[src/rtl/serial_subtractor_pkg.sv]
// Shared definitions for the serial subtractor: FSM state encoding and
// a constant clog2 used to size the bit counter.
package serial_subtractor_pkg;

    typedef enum logic [1:0] {
        ST_IDLE = 2'd0,
        ST_RUN  = 2'd1,
        ST_DONE = 2'd2
    } state_t;

    function automatic int unsigned clog2(input int unsigned value);
        int unsigned r;
        r = 0;
        for (int unsigned i = 0; i < 32; i++) begin
            if ((32'd1 << i) < value) r = i + 1;
        end
        return r;
    endfunction

endpackage

[src/rtl/serial_subtractor_full_subtractor.sv]
// One-bit subtract cells: full_subtractor is two half_subtractor stages
// with the stage borrows ORed, mirroring the adder cell structure.
module half_subtractor (
    input  logic x,
    input  logic y,
    output logic d,
    output logic b
);
    assign d = x ^ y;
    assign b = ~x & y;
endmodule

module full_subtractor (
    input  logic a,
    input  logic b,
    input  logic bin,
    output logic diff,
    output logic bout
);
    logic d1;
    logic b1;
    logic b2;

    half_subtractor u_hs0 (.x(a),  .y(b),   .d(d1),   .b(b1));
    half_subtractor u_hs1 (.x(d1), .y(bin), .d(diff), .b(b2));

    assign bout = b1 | b2;
endmodule

[src/rtl/serial_subtractor.sv]
// Bit-serial two's-complement subtractor, diff = a - b - bin, LSB first,
// one full_subtractor step per clock with a start/done handshake.
module serial_subtractor
    import serial_subtractor_pkg::*;
#(
    parameter int WIDTH = 8
) (
    input  logic             clk,
    input  logic             rst,
    input  logic             start,
    input  logic [WIDTH-1:0] a,
    input  logic [WIDTH-1:0] b,
    input  logic             bin,
    output logic             ready,
    output logic             busy,
    output logic             done,
    output logic [WIDTH-1:0] diff,
    output logic             bout,
    output logic             ovf
);
    localparam int unsigned CW = clog2(WIDTH) + 1;

    state_t           state;
    logic [WIDTH-1:0] a_sh;
    logic [WIDTH-1:0] b_sh;
    logic             borrow;
    logic [CW-1:0]    cnt;
    logic             d;
    logic             bo;
    logic             last;

    full_subtractor u_fs (
        .a   (a_sh[0]),
        .b   (b_sh[0]),
        .bin (borrow),
        .diff(d),
        .bout(bo)
    );

    assign last = (cnt == CW'(WIDTH - 1));

    always_ff @(posedge clk) begin
        if (rst) begin
            state  <= ST_IDLE;
            a_sh   <= '0;
            b_sh   <= '0;
            borrow <= 1'b0;
            cnt    <= '0;
            diff   <= '0;
            bout   <= 1'b0;
            ovf    <= 1'b0;
            done   <= 1'b0;
            busy   <= 1'b0;
            ready  <= 1'b1;
        end else begin
            done <= 1'b0;
            case (state)
                ST_IDLE, ST_DONE: begin
                    if (start) begin
                        a_sh   <= a;
                        b_sh   <= b;
                        borrow <= bin;
                        cnt    <= '0;
                        diff   <= '0;
                        bout   <= 1'b0;
                        ovf    <= 1'b0;
                        state  <= ST_RUN;
                        busy   <= 1'b1;
                        ready  <= 1'b0;
                    end else begin
                        state <= ST_IDLE;
                        busy  <= 1'b0;
                        ready <= 1'b1;
                    end
                end
                ST_RUN: begin
                    diff   <= {d, diff[WIDTH-1:1]};
                    a_sh   <= {1'b0, a_sh[WIDTH-1:1]};
                    b_sh   <= {1'b0, b_sh[WIDTH-1:1]};
                    borrow <= bo;
                    cnt    <= cnt + CW'(1);
                    if (last) begin
                        // borrow here is the carry into the MSB step
                        ovf   <= borrow ^ bo;
                        bout  <= bo;
                        state <= ST_DONE;
                        done  <= 1'b1;
                        busy  <= 1'b0;
                        ready <= 1'b1;
                    end
                end
                default: begin
                    state <= ST_IDLE;
                    busy  <= 1'b0;
                    ready <= 1'b1;
                end
            endcase
        end
    end

endmodule
[config.mk]
export PLATFORM = sky130hd
export DESIGN_NAME = serial_subtractor
export DESIGN_NICKNAME = d
export VERILOG_FILES = /design/src/rtl/serial_subtractor_pkg.sv /design/src/rtl/serial_subtractor_full_subtractor.sv /design/src/rtl/serial_subtractor.sv
export SDC_FILE = /design/constraint.sdc
export NUM_CORES = 1
export LEC_CHECK = 0
export ABC_AREA = 1
export CAP_MARGIN = 25
export CORE_MARGIN = 10
export CORE_UTILIZATION = 40
export CTS_BUF_LIST = sky130_fd_sc_hd__clkbuf_16
export DETAILED_ROUTE_END_ITERATION = 6
export PLACE_DENSITY_LB_ADDON = 0.05
export SETUP_SLACK_MARGIN = 0.4
export SYNTH_ARGS = -nofsm -noshare
export SYNTH_HDL_FRONTEND = slang
export SYNTH_SLANG_ARGS = --single-unit
[constraint.sdc]
create_clock -name clk -period 1.75 [get_ports clk]
set_clock_uncertainty 0.05 [all_clocks]
set_input_delay 0.2625 -clock clk [delete_from_list [all_inputs] [get_ports clk]]
set_output_delay 0.2625 -clock clk [all_outputs]
set_load 0.01 [all_outputs]
# Word-level counts from Yosys, hierarchy flattened
# Index checks and enable logic that the tools add are counted.
[word_totals]
register_bits = 36
out_inout_bits = 13
[classes]
n_addsub = 1
eq_ne = 5
mux = 25
bitwise = 9
reduce_logical = 6
[ops]
columns = ["operator", "count"]
rows = [
  ["one-hot mux 8 bit (2 select lines)", 3],
  ["2-to-1 mux 8 bit", 3],
  ["2-to-1 mux 1 bit", 10],
  ["one-hot mux 1 bit (2 select lines)", 5],
  ["one-hot mux 4 bit (2 select lines)", 1],
  ["adder 4 x 1 -> 4 bit, second input constant", 1],
  ["== test 4 x 3 -> 1 bit, second input constant", 1],
  ["2-to-1 mux 4 bit", 1],
  ["inequality test 2 bit, second input constant", 2],
  ["one-hot mux 2 bit (2 select lines)", 1],
  ["OR reduction 2 bit", 2],
  ["inverter 1 bit", 3],
  ["AND reduction 3 bit", 1],
  ["XOR 1 bit", 3],
  ["AND 1 bit", 2],
  ["== test 2 x 1 -> 1 bit, second input constant", 1],
  ["== test 2 bit, second input constant", 1],
  ["logical NOT 2 bit", 1],
  ["2-to-1 mux 2 bit", 1],
  ["AND reduction 2 bit", 1],
  ["nonzero test 2 bit", 1],
  ["bitwise OR 1 bit", 1],
]

# Logic depth before layout (Yosys ltp)
# Gate-level depths: netlist (run 1).
[logic_depth]
depth_word = 7
ltp_mapped = 7

# Modules after synthesis
# A second synthesis (run 1) with hierarchy kept.
[unflattened]
cells_unflattened = 202
hier_area_um2 = 1535.2
[by_module_without_submodules]
columns = ["mod", "n_inst", "cells_each", "area_each_um2", "seq_area_each_um2"]
rows = [
  ["serial_subtractor", 1, 193, 1483.9, 720.7],
  ["half_subtractor", 2, 3, 20.0, 0.0],
  ["full_subtractor", 1, 3, 11.3, 0.0],
]

# Worst setup path before layout (run 1)
# No wires, ideal clock.
[synth_timing]
path_type = "register to register"
start = "register borrow"
end = "register diff[7]"
t_arrival_ns = 1.183
required_ns = 1.630
path_slack_ns = 0.448
path_stages_with_launch = 4
n_path_buf = 0
period_less_slack_ns = 1.302
path_cell_list = "dfxtp_1 > fa_1 > or2_2 > a21oi_1"
[synth_between]
elab_chain_cells = 2
[synth_lines]
columns = ["element", "line", "text"]
rows = [
  ["start: declaration", "serial_subtractor.sv:26", "logic borrow;"],
  ["start signal: assignment", "serial_subtractor.sv:62", "borrow <= bin;"],
  ["start signal: assignment", "serial_subtractor.sv:80", "borrow <= bo;"],
  ["XOR 1 bit", "serial_subtractor_full_subtractor.sv:9", "assign d = x ^ y;"],
  ["one-hot mux 8 bit (2 select lines)", "serial_subtractor.sv:57", "case (state)"],
  ["end signal: assignment", "serial_subtractor.sv:77", "diff <= {d, diff[WIDTH-1:1]};"],
  ["end: declaration", "serial_subtractor.sv:17", "output logic [WIDTH-1:0] diff,"],
]
# No other way between the ends.
# A chain may end at the register's enable or synchronous reset.

# Worst setup path after layout (run 1)
# Same ends and word-level chain as after synthesis.

==> reports/metrics.yaml, run 1 <==
outcome:
  status: "finished clean"
grt:
  antenna_found_initial: 0
  grt_pass1_vias: 1300
  grtUsageTotal_pct: 11.2
  overflow: 0
  grt_pass1_wl_mm: 5.91
  grt_max_degree: 18
layout:
  utilization_pct: 56.1
  nets: 277
  nFillCells: 362
  diodes: 0
  drive_gt1_share_pct: 12.5
  syn2layout_area_growth_pct: 35.0
synthesis:
  synth.avg_cell_area_sq_um: 7.04
  synth_seq_area_share_pct: 46.1
  syn_inst: 216
  ys_ff_latch: 35
  synth.yosys.warnings: 0
  synthesis.area_sq_um: 1520
  synth_cell_types: 19
  syn_nets: 238
floorplanning:
  die_height_um: 81.7
  dieArea_sq_um: 6670
  rows: 22
  die_w_um: 81.7
  fp.coreArea_sq_um: 3660
  io_pins: 33
  start_util_pct: 41.6
power:
  cellLeakagePower_uw: 0.000932
  peakVddDrop_mv: 0.553
  power.density_nw_per_um2: 956
sta:
  timing_hold_violations_final: 0
  hold_ws_ns: 0.401
  worst_pin_slew_ns: 0.294
  final.setup.tns_ns: 0
  setup_slack_ns: 0.458
  period_needed_ns: 1.29
  rsz0062_at_grt: "yes"
  slew_headroom_pct: 80.3
  slew_violations: 0
  final.period_utilization_pct: 73.8
  setup_viol: 0
  max_clock_freq_mhz: 774
worst_setup_path:
  path_class: "reg2reg"
  cp.required_ns: 1.91
  endpoint_kind: "flop"
  critical_path_arrival_ns: 1.45
  critical_path.max_fanout: 4
  worstSetupStartpointType: "flop"
cts:
  cts_root_buffer: "clkbuf_16"
  holdBufCountCts: 0
  clk_pin_slew_ns: 0.05
  cts.sinks: 35
  cts_max_path_buffers: 2
  htree_levels: 2
  cts_buffers: 5
  tritoncts: "done"
  clkLatencyLatePin_ns: 0.27
place:
  portBuffers: 32
  preCtsSetupSlack_ns: 0.218
  place_congestion: 0.770
  dp_hpwl_mm: 2.35
routing:
  vias: 1355
  drc: 0
  dr.pass1.iters: 5
  via_per_inst: 4.46
  wl_mm: 3.34
  ant_nets: 0
  dr.first_iter.drc_count: 87
  wl_per_cell_um: 11.0
run:
  drv_cap: 0
hold_path:
  hold_path_class: "reg2reg"
==> worst max-delay path: stages, from the launching register on <==
cell and delay, ns:
dfxtp_2 0.34, fa_2 0.46, or2_4 0.26, a21oi_2 0.12
==> layout make-up <==
cell class,count,area [sq um],area share [%]
well taps,48,60.1,2.93
flip-flops and latches,35,704,34.3
multi-input cells,150,684,33.3
repair buffers,40,377,18.3
clock inverters,3,15.0,0.731
clock buffers,5,125,6.09
inverters,23,87.6,4.27
==> logic make-up (layout without fill, tap and decap cells) <==
group                      after synthesis  in the layout  share of synthesized area [%]
adders and majority gates                2              2                           2.14
buffers and inverters                   31             71                           9.79
DFF                                     35             35                           46.1
and+or+nand+nor                        116            116                           31.0
AOI/OAI and AO/OA                       32             32                           11.0
==> per-stage QoR <==
stage | power [uW] | cell area (sq um) | instances
after floorplan | 1040 | 1520 | 216
after detailed placement | 1150 | 1910 | 295
after global placement | 1150 | 1910 | 295
final | 1960 | 2050 | 304
after CTS | 1990 | 2040 | 303
after global routing | 2070 | 2050 | 304
==> power breakdown <==
| group | internal (uW) | switching, uW | total, uW |
|---|---|---|---|
| Combinational | 128 | 143 | 271 |
| Clock | 518 | 309 | 827 |
| Sequential | 840 | 25.0 | 865 |
| Total | 1490 | 477 | 1960 |
==> synth_stat cells, drive strengths merged <==
| cell | count | area, sq um |
|---|---|---|
| clkbuf | 2 | 7.51 |
| dfxtp | 35 | 701 |
| clkinv | 1 | 5.00 |
| buf | 6 | 53.8 |
| a21oi | 29 | 153 |
| nor2 | 16 | 75.1 |
| fa | 1 | 20.0 |
| or2 | 1 | 6.26 |
| ha | 1 | 12.5 |
| nand2 | 96 | 375 |
| nand3 | 3 | 15.0 |
| inv | 22 | 82.6 |
| o21ai | 3 | 15.0 |
==> routing by layer <==
| layer | global-route usage [%] | vias to the layer above | wire length [um] |
|---|---|---|---|
| li1 | - | 736 | - |
| met1 | 13.0 | 596 | 1550 |
| met2 | 17.4 | 18 | 1510 |
| met3 | 4.59 | 5 | 218 |
| met4 | 5.61 | 0 | 58 |
| met5 | 0 | - | 0 |
==> what timing repair did <==
item | CTS | global route
setup buffers | 0 | 1
resized for setup | 18 | 4
pin swaps | 0 | 1
setup endpoints to repair | 16 | 3
==> sequential cells by signal, indices dropped and copies added, names as in the netlist <==
signal	flops
cnt	4
bout	1
a_sh	8
borrow	1
ready	1
done	1
diff	8
busy	1
ovf	1
state	1
b_sh	8
==> cell usage in the layout (no fill, tap or decap) <==
cell	n
nor2_1	14
fa_2	1
inv_1	20
dfxtp_2	3
dlygate4sd2_1	13
inv_2	2
a21oi_2	3
nand2_1	94
o21ai_0	2
o21ai_2	1
clkinv_2	4
or2_4	1
ha_1	1
buf_12	1
nor2_4	2
nand2_4	2
dfxtp_1	32
clkbuf_16	5
buf_4	7
a21oi_1	26
clkdlybuf4s50_1	19
nand3_1	3
==> path summary, 6_finish.rpt <==
kind	start	end	slack, ns	cells past startpoint
hold / removal	ready	ready	0.40	2
setup reg to reg	borrow	diff[7]	0.46	3
hold reg to reg	ready	ready	0.40	2
setup / recovery	borrow	diff[7]	0.46	3
Power figures use the tool's default switching activity.
==> run 2, diff against run 1 <==
==> constraint.sdc (replaced) <==
create_clock -name clk -period 1.25 [get_ports clk]
set_clock_uncertainty 0.05 [all_clocks]
set_input_delay 0.1875 -clock clk [delete_from_list [all_inputs] [get_ports clk]]
set_output_delay 0.1875 -clock clk [all_outputs]
set_load 0.01 [all_outputs]
==> reports/metrics.yaml, run 2 (same netlist as run 1, synthesis figures left out) <==
grt:
  met2_usage_pct: 22.6  # +5.2 points
  antenna_found_initial: 0  # unchanged
  grtUsageMet3_pct: 5.13  # +0.55 points
  grt_pass1_wl_mm: 6.96  # +18%
  grtUsageTotal_pct: 13.4  # +2.2 points
  overflow: 0  # unchanged
  grt_pass1_vias: 1499  # +15%
  grt_max_degree: 17  # -1
  met1_usage_pct: 15.0  # +2.0 points
  grt_busiest_layer: "met2"
place:
  portBuffers: 32  # unchanged
  place_congestion: 0.763  # -0.87%
  placed_cells: 299  # +1.4%
  dp_hpwl_mm: 2.35  # about the same
  preCtsSetupSlack_ns: -0.220  # -0.438 ns
worst_setup_path:
  critical_path.max_fanout: 7  # +3
  r2r-start: "busy"
  endpoint_kind: "flop"
  worstSetupStartpointType: "flop"
  path_class: "reg2reg"
  cp-startpoint: "busy"
  critical_path_arrival_ns: 1.45  # about the same
  cp.required_ns: 1.40  # -0.51 ns
hold_path:
  worstHoldStart: "diff[0]"
  hold_path_class: "reg2reg"
power:
  peakVddDrop_mv: 0.967  # +75%
  power.density_nw_per_um2: 1120  # +17%
  cellLeakagePower_uw: 0.00120  # +28%
routing:
  dr.pass1.iters: 4  # -1
  ant_nets: 0  # unchanged
  wl_mm: 4.77  # +43%
  via_per_inst: 4.74  # +6.3%
  dr.first_iter.drc_count: 79  # -9.2%
  wl_per_cell_um: 14.4  # +32%
  drc: 0  # unchanged
  vias: 1564  # +15%
cts:
  clkLatencyLatePin_ns: 0.28  # about the same
  holdBufCountCts: 0  # unchanged
  clk_pin_slew_ns: 0.05  # about the same
  cts.sinks: 35  # unchanged
  htree_levels: 2  # unchanged
  cts_root_buffer: "clkbuf_16"
  cts_max_path_buffers: 2  # unchanged
  cts_buffers: 5  # unchanged
  tritoncts: "done"
sta:
  final.period_utilization_pct: 104  # +30 points
  setup_slack_ns: -0.0485  # -0.507 ns
  slew_headroom_pct: 82.8  # +2.5 points
  rsz0062_at_grt: "yes"
  max_clock_freq_mhz: 770  # -0.54%
  slew_violations: 0  # unchanged
  setup_viol: 7  # +7
  worst_pin_slew_ns: 0.257  # -0.0371 ns
  period_needed_ns: 1.30  # +0.00698 ns
  timing_hold_violations_final: 0  # unchanged
outcome:
  status: "finished with violations"
  failed_checks: "setup timing"
layout:
  diodes: 0  # unchanged
  reg_top3: "a_sh: 8 flops, b_sh: 8 flops, diff: 8 flops"
  nets: 303  # +9.4%
  nFillCells: 261  # -28%
  drive_gt1_share_pct: 52.8  # +40 points
  syn2layout_area_growth_pct: 79.4
  final_common_cell: "nand2_1"
  instances_no_fill: 330  # +8.6%
  utilization_pct: 74.6  # +18 points
  final_cell_mix: "nand2_1, nand2_2, clkdlybuf4s50_1, buf_4"
run:
  drv_cap: 0  # unchanged
floorplanning:
  dieArea_sq_um: 6670  # unchanged
  die_height_um: 81.7  # unchanged
  start_util_pct: 41.6  # unchanged
  rows: 22  # unchanged
  die_w_um: 81.7  # unchanged
  io_pins: 33  # unchanged
  fp.coreArea_sq_um: 3660  # unchanged
==> run 2: cell count changes in the layout (fill, tap and decap cells not counted), sizes merged <==
cell,previous run,this run
dlygate4sd2,13,1
inv,22,23
clkbuf,5,7
clkdlybuf4s50,19,18
buf,8,42
clkinv,4,6
==> run 2: report_power, final <==
part	total, uW	switching, uW	internal [uW]
clock network	1150	432	716
registers	1220	49.1	1170
logic	694	342	352
total	3060	823	2240
==> run 2: repair_timing <==
action	CTS	global route
pin swaps	11	7
endpoints found under the setup margin	48	48
gates cloned	4	2
setup buffers	10	7
resized for setup	135	33
==> run 2: critical path: stages (launching register included) <==
cell,delay (ns)
dfxtp_4,0.38
inv_4,0.05
nor2_4,0.14
buf_4,0.16
buf_8,0.14
nand2_2,0.05
nand2_1,0.05
inv_1,0.04
a21oi_1,0.14
==> run 2: final cells by class <==
class | instances | area, sq um | area share [%]
timing repair buffer | 63 | 708 | 25.9
clock inverter | 3 | 11.3 | 0.412
inverter | 23 | 101 | 3.71
timing repair inverter | 3 | 48.8 | 1.79
sequential | 35 | 731 | 26.8
multi-input combinational | 150 | 945 | 34.6
clock buffer | 5 | 125 | 4.58
tap | 48 | 60.1 | 2.20
==> run 2: metal layers <==
metal / up-vias / share of wire [%] / wire length [um]
met5: - / 0 / 0
met1: 719 / 41 / 1930
li1: 795 / - / -
met4: 0 / 1.6 / 74
met3: 10 / 6.6 / 315
met2: 40 / 51 / 2440
==> run 2: path summary, 6_finish.rpt <==
path	end	slack (ns)	cells past startpoint
hold / removal	diff[0]	0.42	2
setup / recovery	b_sh[1]	-0.05	8
hold reg to reg	diff[0]	0.42	2
setup reg to reg	b_sh[1]	-0.05	8
==> run 2: metrics by stage <==
| step | instance area [sq um] | hold WS [ns] | power (uW) | TNS [ns] |
|---|---|---|---|---|
| 6_report | 2730 | 0.418 | 3060 | -0.171 |
| 5_1_grt | 2730 | 0.432 | 3180 | -1.26 |
| 4_1_cts | 2510 | 0.408 | 2970 | -0.00157 |
| 3_5_place_dp | 1990 | 0.388 | 1660 | -5.10 |
| 3_3_place_gp | 1990 | 0.389 | 1650 | -4.77 |
| 2_1_floorplan | 1580 | 0.285 | 1490 | 0 |
==> run 3, diff against run 2 <==
--- a/config.mk
+++ b/config.mk
@@ -8,7 +8,7 @@
 export ABC_AREA = 1
 export CAP_MARGIN = 25
 export CORE_MARGIN = 10
-export CORE_UTILIZATION = 40
+export CORE_UTILIZATION = 49
 export CTS_BUF_LIST = sky130_fd_sc_hd__clkbuf_16
 export DETAILED_ROUTE_END_ITERATION = 6
 export PLACE_DENSITY_LB_ADDON = 0.05
==> reports/metrics.yaml, run 3 <==
synthesis:
  synth_cell_types: 19  # unchanged
  yosysTopAreaCellShare_pct: 46.1  # unchanged
  synth.avg_cell_area_sq_um: 7.04  # unchanged
  syn_nets: 238  # unchanged
  synth_commonest_cells: "nand2_1, dfxtp_1, a21oi_1"
  synth_ff_type: "dfxtp_1"
  syn_inst: 216  # unchanged
  synth.yosys.warnings: 0  # unchanged
  async_flop_share_pct: 0  # unchanged
  synthesis.area_sq_um: 1520  # unchanged
  synth.most_common_cell: "nand2_1"
  synth_area_leaders: "dfxtp_1, nand2_1, a21oi_1, inv_1, nor2_1"
  ys_ff_latch: 35  # unchanged
  yosysTopAreaCell: "dfxtp_1"
  synth-edff-count: 0  # unchanged
  synth_seq_area_share_pct: 46.1  # unchanged
outcome:
  lastStage: "global routing"
  status: "did not finish"
  first-error: "[ERROR DPL-0033] detailed placement checks failed during check placement."
floorplanning:
  die_w_um: 75.7  # -7.3%
  die_height_um: 75.7  # -7.3%
  rows: 20  # -9.1%
  start_util_pct: 50.7  # +9.1 points
  io_pins: 33  # unchanged
place:
  dpl-instance-area_sq_um: 1960  # -1.7%
  dp_hpwl_mm: 2.50  # +6.1%
  place_congestion: 0.784  # +2.8%
  preCtsSetupSlack_ns: -0.254  # -0.0340 ns
  portBuffers: 32  # unchanged
grt:
  antenna_found_initial: 1
  grt_max_degree: 16
cts:
  htree_levels: 2  # unchanged
  cts_root_buffer: "clkbuf_16"
  cts.sinks: 35  # unchanged
  cts_buffers: 5  # unchanged
  cts_max_path_buffers: 2  # unchanged
sta:
  endpoint_type: "register input"
  grt-worst-endpoint: "ovf$_SDFFE_PP0P_/D"
run 3: cell counts after synthesis:
No cell type changed its count.
run 3: logic make-up after synthesis:
kind of cell	synth area share, %
DFF	46.1
adders and majority gates	2.14
AOI/OAI and AO/OA	11.0
buffers and inverters	9.79
and+or+nand+nor	31.0
run 3: what timing repair did:
action | 4_1_cts
setup endpoints to repair | 48
cloned | 6
pin swaps | 17
buffers inserted | 15
hold buffers | 0
resized for setup | 129
run 3: stage by stage:
stage | instances | utilization, % | setup TNS (ns)
3_3_place_gp | 282 | 65.3 | -4.44
4_1_cts | 311 | 85.9 | -0.000869
2_1_floorplan | 216 | - | 0
3_5_place_dp | 282 | 65.3 | -5.03
==> run 4, diff against run 3 <==
--- a/config.mk
+++ b/config.mk
@@ -8,11 +8,9 @@
 export ABC_AREA = 1
 export CAP_MARGIN = 25
 export CORE_MARGIN = 10
-export CORE_UTILIZATION = 49
-export CTS_BUF_LIST = sky130_fd_sc_hd__clkbuf_16
+export CORE_UTILIZATION = 35
 export DETAILED_ROUTE_END_ITERATION = 6
-export PLACE_DENSITY_LB_ADDON = 0.05
-export SETUP_SLACK_MARGIN = 0.4
+export PLACE_DENSITY_LB_ADDON = 0.15
 export SYNTH_ARGS = -nofsm -noshare
 export SYNTH_HDL_FRONTEND = slang
 export SYNTH_SLANG_ARGS = --single-unit
==> reports/metrics.yaml, run 4 (same netlist as run 1, synthesis figures left out) <==
outcome:
  status: "finished clean"
place:
  portBuffers: 32  # unchanged
  place_congestion: 0.747  # -4.8%
  preCtsSetupSlack_ns: -0.195  # +0.0589 ns
  dpl-instance-area_sq_um: 2000  # +1.9%
  dp_hpwl_mm: 2.43  # -2.6%
sta:
  period_needed_ns: 1.24
  setup_viol: 0
  slew_headroom_pct: 83.0
  final.period_utilization_pct: 99.1
  slew_violations: 0
  worst_pin_slew_ns: 0.254
  timing_hold_violations_final: 0
  max_clock_freq_mhz: 808
  setup_slack_ns: 0.0118
  rsz0062_at_grt: "yes"
grt:
  overflow: 0
  grt_pass1_wl_mm: 5.93
  grtUsageTotal_pct: 9.89
  grt_pass1_vias: 1343
  grt_max_degree: 20
  antenna_found_initial: 0
hold_path:
  whs_endpoint: "cnt[0]"
  worstHoldStart: "cnt[0]"
  hold_path_class: "reg2reg"
  worstHoldPathCells: 1
routing:
  dr.pass1.iters: 4
  routed.top_layer: "met4"
  dr_wl_met2_mm: 1.44
  ant_nets: 0
  dr.first_iter.drc_count: 63
  wl_met1_mm: 1.66
  wl_per_cell_um: 11.0
  wl_mm: 3.45
  via_per_inst: 4.42
  vias: 1383
  dr_wl_met3_um: 299
  drc: 0
cts:
  cts_buffers: 5  # unchanged
  cts.sinks: 35  # unchanged
  post_cts_buffers: 0  # -15
  tritoncts: "done"
  cts_max_path_buffers: 2  # unchanged
  htree_levels: 2  # unchanged
  clk_pin_slew_ns: 0.07
  holdBufCountCts: 0  # unchanged
  clkLatencyLatePin_ns: 0.29
  cts_root_buffer: "clkbuf_8"
floorplanning:
  io_pins: 33  # unchanged
  fp.coreArea_sq_um: 4120
  die_height_um: 85.9  # +13%
  dieArea_sq_um: 7380
  rows: 23  # +15%
  start_util_pct: 37.0  # -14 points
  die_w_um: 85.9  # +13%
layout:
  final_common_cell: "nand2_1"
  syn2layout_area_growth_pct: 38.9
  nFillCells: 435
  final_cell_mix: "nand2_1, dfxtp_1, a21oi_1, inv_1, clkdlybuf4s50_1"
  drive_gt1_share_pct: 16.0
  final_area_sq_um: 2110
  nets: 284
  reg_top3: "a_sh: 8 flops, b_sh: 8 flops, diff: 8 flops"
  diodes: 0
  utilization_pct: 51.4
worst_setup_path:
  cp.required_ns: 1.43
  worstSetupStartpointType: "flop"
  r2r-start: "a_sh[0]"
  path_class: "reg2reg"
  critical_path.max_fanout: 2
  crit-reg2reg-capture: "diff[7]"
  worstRegToRegCells: 4
  rrSetupSlack_ns: 0.01
  critical_path_arrival_ns: 1.42
  endpoint_kind: "flop"
power:
  cellLeakagePower_uw: 0.000959
  finalPower_uw: 2540
  power.density_nw_per_um2: 1200
  peakVddDrop_mv: 0.690
run:
  drv_cap: 0
==> run 4: through the flow <==
stage	hold WS (ns)	TNS, ns	std cells
2_1_floorplan	0.285	0	216
3_3_place_gp	0.391	-4.22	305
3_5_place_dp	0.398	-4.43	305
4_1_cts	0.402	-0.0439	313
5_1_grt	0.415	-0.0512	313
6_report	0.393	0	313
==> run 4: report_power, final <==
| group | internal (uW) | switching, uW |
|---|---|---|
| combinational | 217 | 213 |
| sequential | 1170 | 31.3 |
| clock | 503 | 401 |
| total | 1890 | 645 |
==> run 4: routing by layer <==
| metal | vias to the layer above | track usage (%) |
|---|---|---|
| li1 | 750 | - |
| met1 | 602 | 12.1 |
| met2 | 25 | 13.6 |
| met3 | 6 | 5.96 |
| met4 | 0 | 4.04 |
| met5 | - | 0 |
==> run 4: worst max-delay path by stage <==
stage,start,end,slack [ns]
global route,a_sh[0],diff[7],-0.05
finish,a_sh[0],diff[7],0.01
global placement,start,b_sh[1],-0.19
CTS,borrow,ovf,-0.02
floorplan,borrow,diff[7],0.01
detailed placement,start,b_sh[1],-0.19
==> run 4: what timing repair did <==
| action | CTS | global route |
|---|---|---|
| setup endpoints to repair | 17 | 23 |
| gates cloned | 0 | 0 |
| gates resized for setup | 15 | 12 |
| pin swaps | 1 | 3 |
| hold endpoints to repair | 0 | 0 |
==> run 4: area by class of cell <==
class                      count  area (sq um)  area share (%)
clock buffer                   8           100            4.74
multi-input combinational    150           692            32.7
timing repair buffer          47           465            22.0
tap                           50          62.6            2.96
sequential                    35           706            33.4
inverter                      23          87.6            4.14
==> run 4: worst max-delay path, stage by stage (launching register included) <==
cell     delay, ns
dfxtp_1       0.31
inv_2         0.06
fa_2          0.42
or2_4         0.24
a21oi_2       0.10
